`config.mk`:
```
export PLATFORM = sky130hd
export DESIGN_NAME = spi_reg_pwm_bank
export DESIGN_NICKNAME = d
export VERILOG_FILES = /design/src/rtl/spi_reg_pwm_bank.sv
export SDC_FILE = /design/constraint.sdc
export NUM_CORES = 2
export LEC_CHECK = 0
export CORE_MARGIN = 5
export CORE_UTILIZATION = 50
export DETAILED_ROUTE_END_ITERATION = 7
export PLACE_DENSITY = 0.77
export SLEW_MARGIN = 15
export SYNTH_ARGS = -nofsm -noshare
export SYNTH_HDL_FRONTEND = slang
export SYNTH_SLANG_ARGS = --single-unit
```
`constraint.sdc`:
```
create_clock -name clk -period 4.15 [get_ports clk]
set_input_delay 0.83 -clock clk [delete_from_list [all_inputs] [get_ports clk]]
set_output_delay 0.83 -clock clk [all_outputs]
set_load 0.02 [all_outputs]
```
`src/rtl/spi_reg_pwm_bank.sv`:
```
// Bank of PWM channels configured from a 400-bit SPI register image.
// The image is staged on every SPI frame end; each channel adopts it at its own period boundary.
module spi_reg_pwm_bank #(
   parameter int NUM_CH  = 12,
   parameter int CLK_DIV = 4
) (
   input  logic              clk,
   input  logic              rst_n,
   input  logic              cs,
   input  logic [399:0]      reg_bits,
   output logic [NUM_CH-1:0] pwm_out,
   output logic [NUM_CH-1:0] update_pending,
   output logic [7:0]        frame_count
);

   localparam int PW = (CLK_DIV > 1) ? $clog2(CLK_DIV) : 1;

   logic          cs_s1;
   logic          cs_s2;
   logic          frame_end;
   logic          tick;
   logic [PW-1:0] presc;

   logic [15:0]       stg_p [NUM_CH];
   logic [15:0]       stg_d [NUM_CH];
   logic [NUM_CH-1:0] stg_e;
   logic [15:0]       act_p [NUM_CH];
   logic [15:0]       act_d [NUM_CH];
   logic [NUM_CH-1:0] act_e;
   logic [15:0]       cnt   [NUM_CH];
   logic [NUM_CH-1:0] load;

   // Reserved bits and slots of absent channels are intentionally not decoded.
   logic unused_bits;
   assign unused_bits = ^reg_bits;

   always_ff @(posedge clk or negedge rst_n) begin
      if (!rst_n) begin
         cs_s1       <= 1'b1;
         cs_s2       <= 1'b1;
         frame_count <= '0;
      end else begin
         cs_s1 <= cs;
         cs_s2 <= cs_s1;
         if (frame_end) frame_count <= frame_count + 8'd1;
      end
   end

   assign frame_end = cs_s1 & ~cs_s2;
   assign tick      = (presc == PW'(CLK_DIV - 1));

   always_ff @(posedge clk or negedge rst_n) begin
      if (!rst_n)    presc <= '0;
      else if (tick) presc <= '0;
      else           presc <= presc + PW'(1);
   end

   // A disabled channel has no period, so any pending config is taken on every tick.
   always_comb begin
      load = '0;
      for (int unsigned i = 0; i < NUM_CH; i++) begin
         load[i] = tick & update_pending[i] & (~act_e[i] | (cnt[i] >= act_p[i]));
      end
   end

   always_ff @(posedge clk or negedge rst_n) begin
      if (!rst_n) begin
         for (int unsigned i = 0; i < NUM_CH; i++) begin
            stg_p[i] <= '0;
            stg_d[i] <= '0;
            act_p[i] <= '0;
            act_d[i] <= '0;
            cnt[i]   <= '0;
         end
         stg_e          <= '0;
         act_e          <= '0;
         update_pending <= '0;
         pwm_out        <= '0;
      end else begin
         for (int unsigned i = 0; i < NUM_CH; i++) begin
            if (tick) begin
               if (act_e[i] && (cnt[i] < act_p[i])) cnt[i] <= cnt[i] + 16'd1;
               else                                 cnt[i] <= '0;
            end
            if (load[i]) begin
               act_p[i] <= stg_p[i];
               act_d[i] <= stg_d[i];
               act_e[i] <= stg_e[i];
            end
            // A new snapshot in the same cycle as a load re-arms pending for the next boundary.
            if (frame_end) begin
               stg_p[i]          <= reg_bits[32*i +: 16];
               stg_d[i]          <= reg_bits[32*i+16 +: 16];
               stg_e[i]          <= reg_bits[384+i];
               update_pending[i] <= 1'b1;
            end else if (load[i]) begin
               update_pending[i] <= 1'b0;
            end
            pwm_out[i] <= act_e[i] & (cnt[i] < act_d[i]);
         end
      end
   end

endmodule

```
Word-level counts from Yosys, hierarchy flattened
Index checks and enable logic that the tools add are counted.

storage, ports and cells
  register bits = 1,020
  input port bits = 403
  output and inout bits = 32

cells by class
  $add $sub $neg = 14
  order comparisons = 36
  equality and inequality tests = 1
  muxes and demuxes = 37
  bitwise gates (word level) = 62
  reduce and logical (&&, ||, !) cells = 24

operators with widths
  kind                                                             number
  16-bit < comparator                                              24
  16-bit by 1-bit adder with 16-bit output, second input constant  12
  16-bit >= comparator                                             12
  16-bit two-way mux                                               12
  1-bit bitwise AND                                                37
  1-bit two-way mux                                                24
  2-bit nonzero test                                               12
  1-bit NOT                                                        13
  1-bit logical AND                                                12
  1-bit OR                                                         12
  8-bit by 1-bit adder with 8-bit output, second input constant    1
  2-bit by 1-bit adder with 2-bit output, second input constant    1
  2-bit == test, second input constant                             1
  2-bit two-way mux                                                1

Logic depth before layout (Yosys ltp)
  depth in word-level cells = 5
  gate-level depth with buffers = 10
  gate-level depth less buffers = 8

Worst setup path after synthesis
OpenSTA, ideal clock, no wires.

  kind = register -> register
  from = register cnt[43] (netlist name)
  to = register act_d[32] (netlist name)
  library setup time = 0.125 ns
  arrival = 2.424 ns
  path slack = 1.601 ns
  stages on the path, launching flop included = 9
  path buffers = 1
  clock period less this slack = 2.549 ns
  cells stage by stage = dfrtp_1 ha_1 a21oi_1 o21ai_0 a2111oi_4 a31oi_1 o21ai_2 buf_4 mux2_2

between the ends
  longest elaborated chain between the ends = 3

RTL lines
  item                              line  source
  start: declaration                30    logic [15:0] cnt [NUM_CH];
  start signal: indexed assignment  73    cnt[i] <= '0;
  start signal: indexed assignment  83    else cnt[i] <= '0;
  16-bit >= comparator              62    load[i] = tick & update_pending[i] & (~act_e[i] | (cnt[i] >= act_p[i]));
  1-bit OR                          62
  1-bit bitwise AND                 62
  end signal: indexed assignment    87    act_d[i] <= stg_d[i];
  end: declaration                  28    logic [15:0] act_d [NUM_CH];

Every way passes these cells.
A chain may end at the register's enable or synchronous reset.

Worst setup path after layout
  from = register cnt[43] (netlist name)
  to = register act_p[44] (netlist name)

between the ends
  longest elaborated chain between the ends = 3

RTL lines
  item                            line  source
  16-bit >= comparator            62
  1-bit OR                        62
  1-bit bitwise AND               62
  end signal: indexed assignment  86    act_p[i] <= stg_p[i];
  end: declaration                27    logic [15:0] act_p [NUM_CH];

Every way passes these cells.

==> flow_metrics.py <==
metrics = {
    "run_status": {
        "outcome": "completed",
    },
    "setup_path": {
        "reg2reg_slack_ns": 0.85,
        "crit_arrival_ns": 3.86,
        "reg2reg_from": "cnt[43]",
        "worstPathRequired_ns": 4.71,
        "r2r_cells": 8,
        "r2r-end": "act_p[44]",
        "cp-endpoint": "act_p[44]",
        "endpoint_kind": "flip-flop",
        "worst_path_largest_cell_delay_ns": 0.58,
        "crit_family": "compound AO/OA/AOI/OAI gates",
        "cp-start-kind": "flip-flop",
        "crit_type": "reg2reg",
        "cp_slowest_cell": "a2111oi_4",
        "critical_path_buf_inv_count": 1,
        "critical_path_cell_count": 8,
        "startpoint": "cnt[43]",
        "cp_cell_sequence": "ha_1, a21oi_1, o21ai_0, a2111oi_4, a31oi_2, o21ai_2, buf_4, mux2_2",
        "crit_fanout": 33,
    },
    "power_and_ir_drop": {
        "p_int_mw": 22.59,
        "power_mw": 32.09,
        "p_sw_frac": 0.2962,
        "p_comb_frac": 0.243,
        "leakage_nw": 30.30,
        "power_density_nw_per_um2": 543.2,
        "power_frac_clock": 0.316,
        "vdd_ir_drop_max_uv": 332.3,
        "pwr-share-seq": 0.442,
        "p_sw_mw": 9.506,
    },
    "clocking": {
        "cts.reportedPaths.clkPinSlew_ns": 0.06,
        "htree_levels": 3,
        "cts_root_buffer": "clkbuf_16",
        "cts_tree": "built",
        "cts_sinks": 1020,
        "hold_buffers": 0,
        "clk_latency_ns": 0.69,
        "post_cts_resize_count": 0,
        "max-clock-path-buffers": 3,
        "postCtsSetupRepairBufs": 0,
        "cts_buffers": 107,
    },
    "grt": {
        "grt_antenna_before_repair": 5,
        "grt_pass1_wl_mm": 187.5,
        "grt_max_degree": 172,
        "grt_pass1_vias": 36640,
        "track_usage": 0.2181,
        "grt-ovfl-total": 0,
    },
    "floorplanning": {
        "rows": 115,
        "die_h_um": 324.2,
        "die_area_um2": 105100,
        "design.core.area_um2": 98130,
        "start_util": 0.5029,
        "die_w_um": 324.2,
        "pin_count": 435,
    },
    "finish": {
        "fillCellCount": 7913,
        "final_cell_area_um2": 59080,
        "final_layout_size_suffix_gt1_frac": 0.1227,
        "nets": 6104,
        "multi_input_comb_area_um2": 21670,
        "final_cells": 6694,
        "seq_area_um2": 25530,
        "syn_to_final_growth_pct": 19.72,
        "post-route-util": 0.6020,
    },
    "logic_synthesis": {
        "syn_avg_cell_area_um2": 10.11,
        "synth_most_common_cell": "nand2_1",
        "syn_area_um2": 49350,
        "ys_types": 62,
        "seq_area_frac_synth": 0.5173,
        "netlist_instances": 4879,
        "yosysTopAreaCell": "dfrtp_1",
        "ys_ff_latch": 1020,
        "yosys-top-cells-area": "dfrtp_1 (52%), nand2_1 (10%), ha_1 (9.8%), mux2_2 (8.5%), inv_1 (3.1%)",
        "ys.flop_type": "dfrtp_1",
        "ys_top_cells_by_count": "nand2_1 (1375), dfrtp_1 (1018), inv_1 (405)",
        "synth_edf_count": 0,
        "synth_nets": 5668,
        "yosys_warnings": 0,
        "async_flop_share": 1.000,
        "synth_top_area_frac": 0.5162,
    },
    "place": {
        "pre_cts_slack_ns": 0.7879,
        "place_area_um2": 55300,
        "port_buffers": 430,
        "gp_congestion": 0.8333,
        "hpwl_mm": 81.46,
        "dp.cells": 6493,
    },
    "worst_hold_path": {
        "hp-class": "in2async",
    },
    "timing": {
        "min_period_ns": 3.300,
        "whs_ns": 0.2694,
        "slew_headroom": 0.2062,
        "max_freq_mhz": 303.1,
        "slew_viol_final": 0,
        "finalCritPeriodShare": 0.7951,
        "tightest_slew_ns": 1.185,
        "hold_viol": 0,
        "clock_skew_ns": 0.02391,
        "fin_ws_ns": 0.8504,
        "tns_ns": 0,
        "rsz0062_at_grt": "false",
        "setup_viol": 0,
    },
    "routing": {
        "wirelength_mm": 114.8,
        "route.detailed.wl_per_inst_um": 17.14,
        "drc_errors": 0,
        "first_pass_iters": 6,
        "vias_per_cell": 5.282,
        "vias": 35360,
        "ant_nets": 0,
        "drtIter0Drc": 2021,
    },
    "flow_run": {
        "cap_violations": 0,
    },
}
worst register-to-register path, stage by stage (launching register included):
cell	delay [ns]
dfrtp_1	0.46
ha_1	0.34
a21oi_1	0.15
o21ai_0	0.18
a2111oi_4	0.58
a31oi_2	0.42
o21ai_2	0.24
buf_4	0.41
mux2_2	0.42
flip-flops by register name, indices dropped and copies added (netlist names), 2 cells and up:
| signal | count |
|---|---|
| act_d | 192 |
| act_p | 192 |
| cnt | 192 |
| stg_d | 192 |
| stg_p | 192 |
| act_e | 12 |
| pwm_out | 12 |
| stg_e | 12 |
| update_pending | 12 |
| frame_count | 8 |
| presc | 2 |
cells by family (layout without fill, tap and decap cells):
family,count (synthesis),after routing,synth area share
XOR/XNOR,130,130,0.02307
other,0,5,0
buffers and inverters,569,1092,0.04478
AND/OR/NAND/NOR,1949,1949,0.1659
adder cells (fa/ha/maj),386,386,0.09787
AO/OA/AOI/OAI,418,418,0.05609
multiplexers,407,407,0.09501
flip-flops,1020,1020,0.5173
cell usage in the layout (no fill, tap or decap), drive strengths merged, types with 91 or more instances in the layout:
master / Yosys / routed
a21o: 95 / 95
a21oi: 118 / 118
clkbuf: 122 / 146
clkdlybuf4s50: 0 / 429
dfrtp: 1018 / 1018
ha: 386 / 386
inv: 405 / 408
mux2: 401 / 401
nand2: 1375 / 1375
nand3: 95 / 95
nand4: 91 / 91
nor2: 200 / 200
worst min-delay path by stage:
| stage | startpoint | slack, ns | to | depth (start not counted) |
|---|---|---|---|---|
| floorplan | cs_s1 | 0.36 | cs_s2 | 0 |
| global placement | cs_s1 | 0.39 | cs_s2 | 0 |
| detailed placement | cs_s1 | 0.39 | cs_s2 | 0 |
| CTS | rst_n | 0.24 | act_d[180] | 1 |
| global route | rst_n | 0.28 | stg_d[183] | 1 |
| finish | rst_n | 0.27 | cnt[132] | 1 |
power by group through the flow:
stage	logic, mW	clock network [mW]	registers [mW]
5_1_grt	8.95	10.7	14.5
6_report	7.79	10.1	14.2
3_3_place_gp	7.37	0	14.2
2_1_floorplan	5.39	0	13.9
4_1_cts	7.89	10.4	14.2
3_5_place_dp	7.74	0	14.3
routing by layer:
metal | share of wire | global-route usage
met4 | 0.036 | 0.07696
met2 | 0.48 | 0.3644
met5 | 0 | 0
met3 | 0.044 | 0.03594
met1 | 0.44 | 0.2908
area by class of cell:
| cell class | count | area share |
|---|---|---|
| multi-input combinational | 3290 | 0.3667 |
| antenna | 5 | 0.0002118 |
| clock buffer | 146 | 0.05227 |
| clock inverter | 50 | 0.01139 |
| timing repair buffer | 491 | 0.08429 |
| tap | 1287 | 0.02726 |
| inverter | 405 | 0.02575 |
| sequential | 1020 | 0.4321 |
Power figures use the tool's default switching activity.
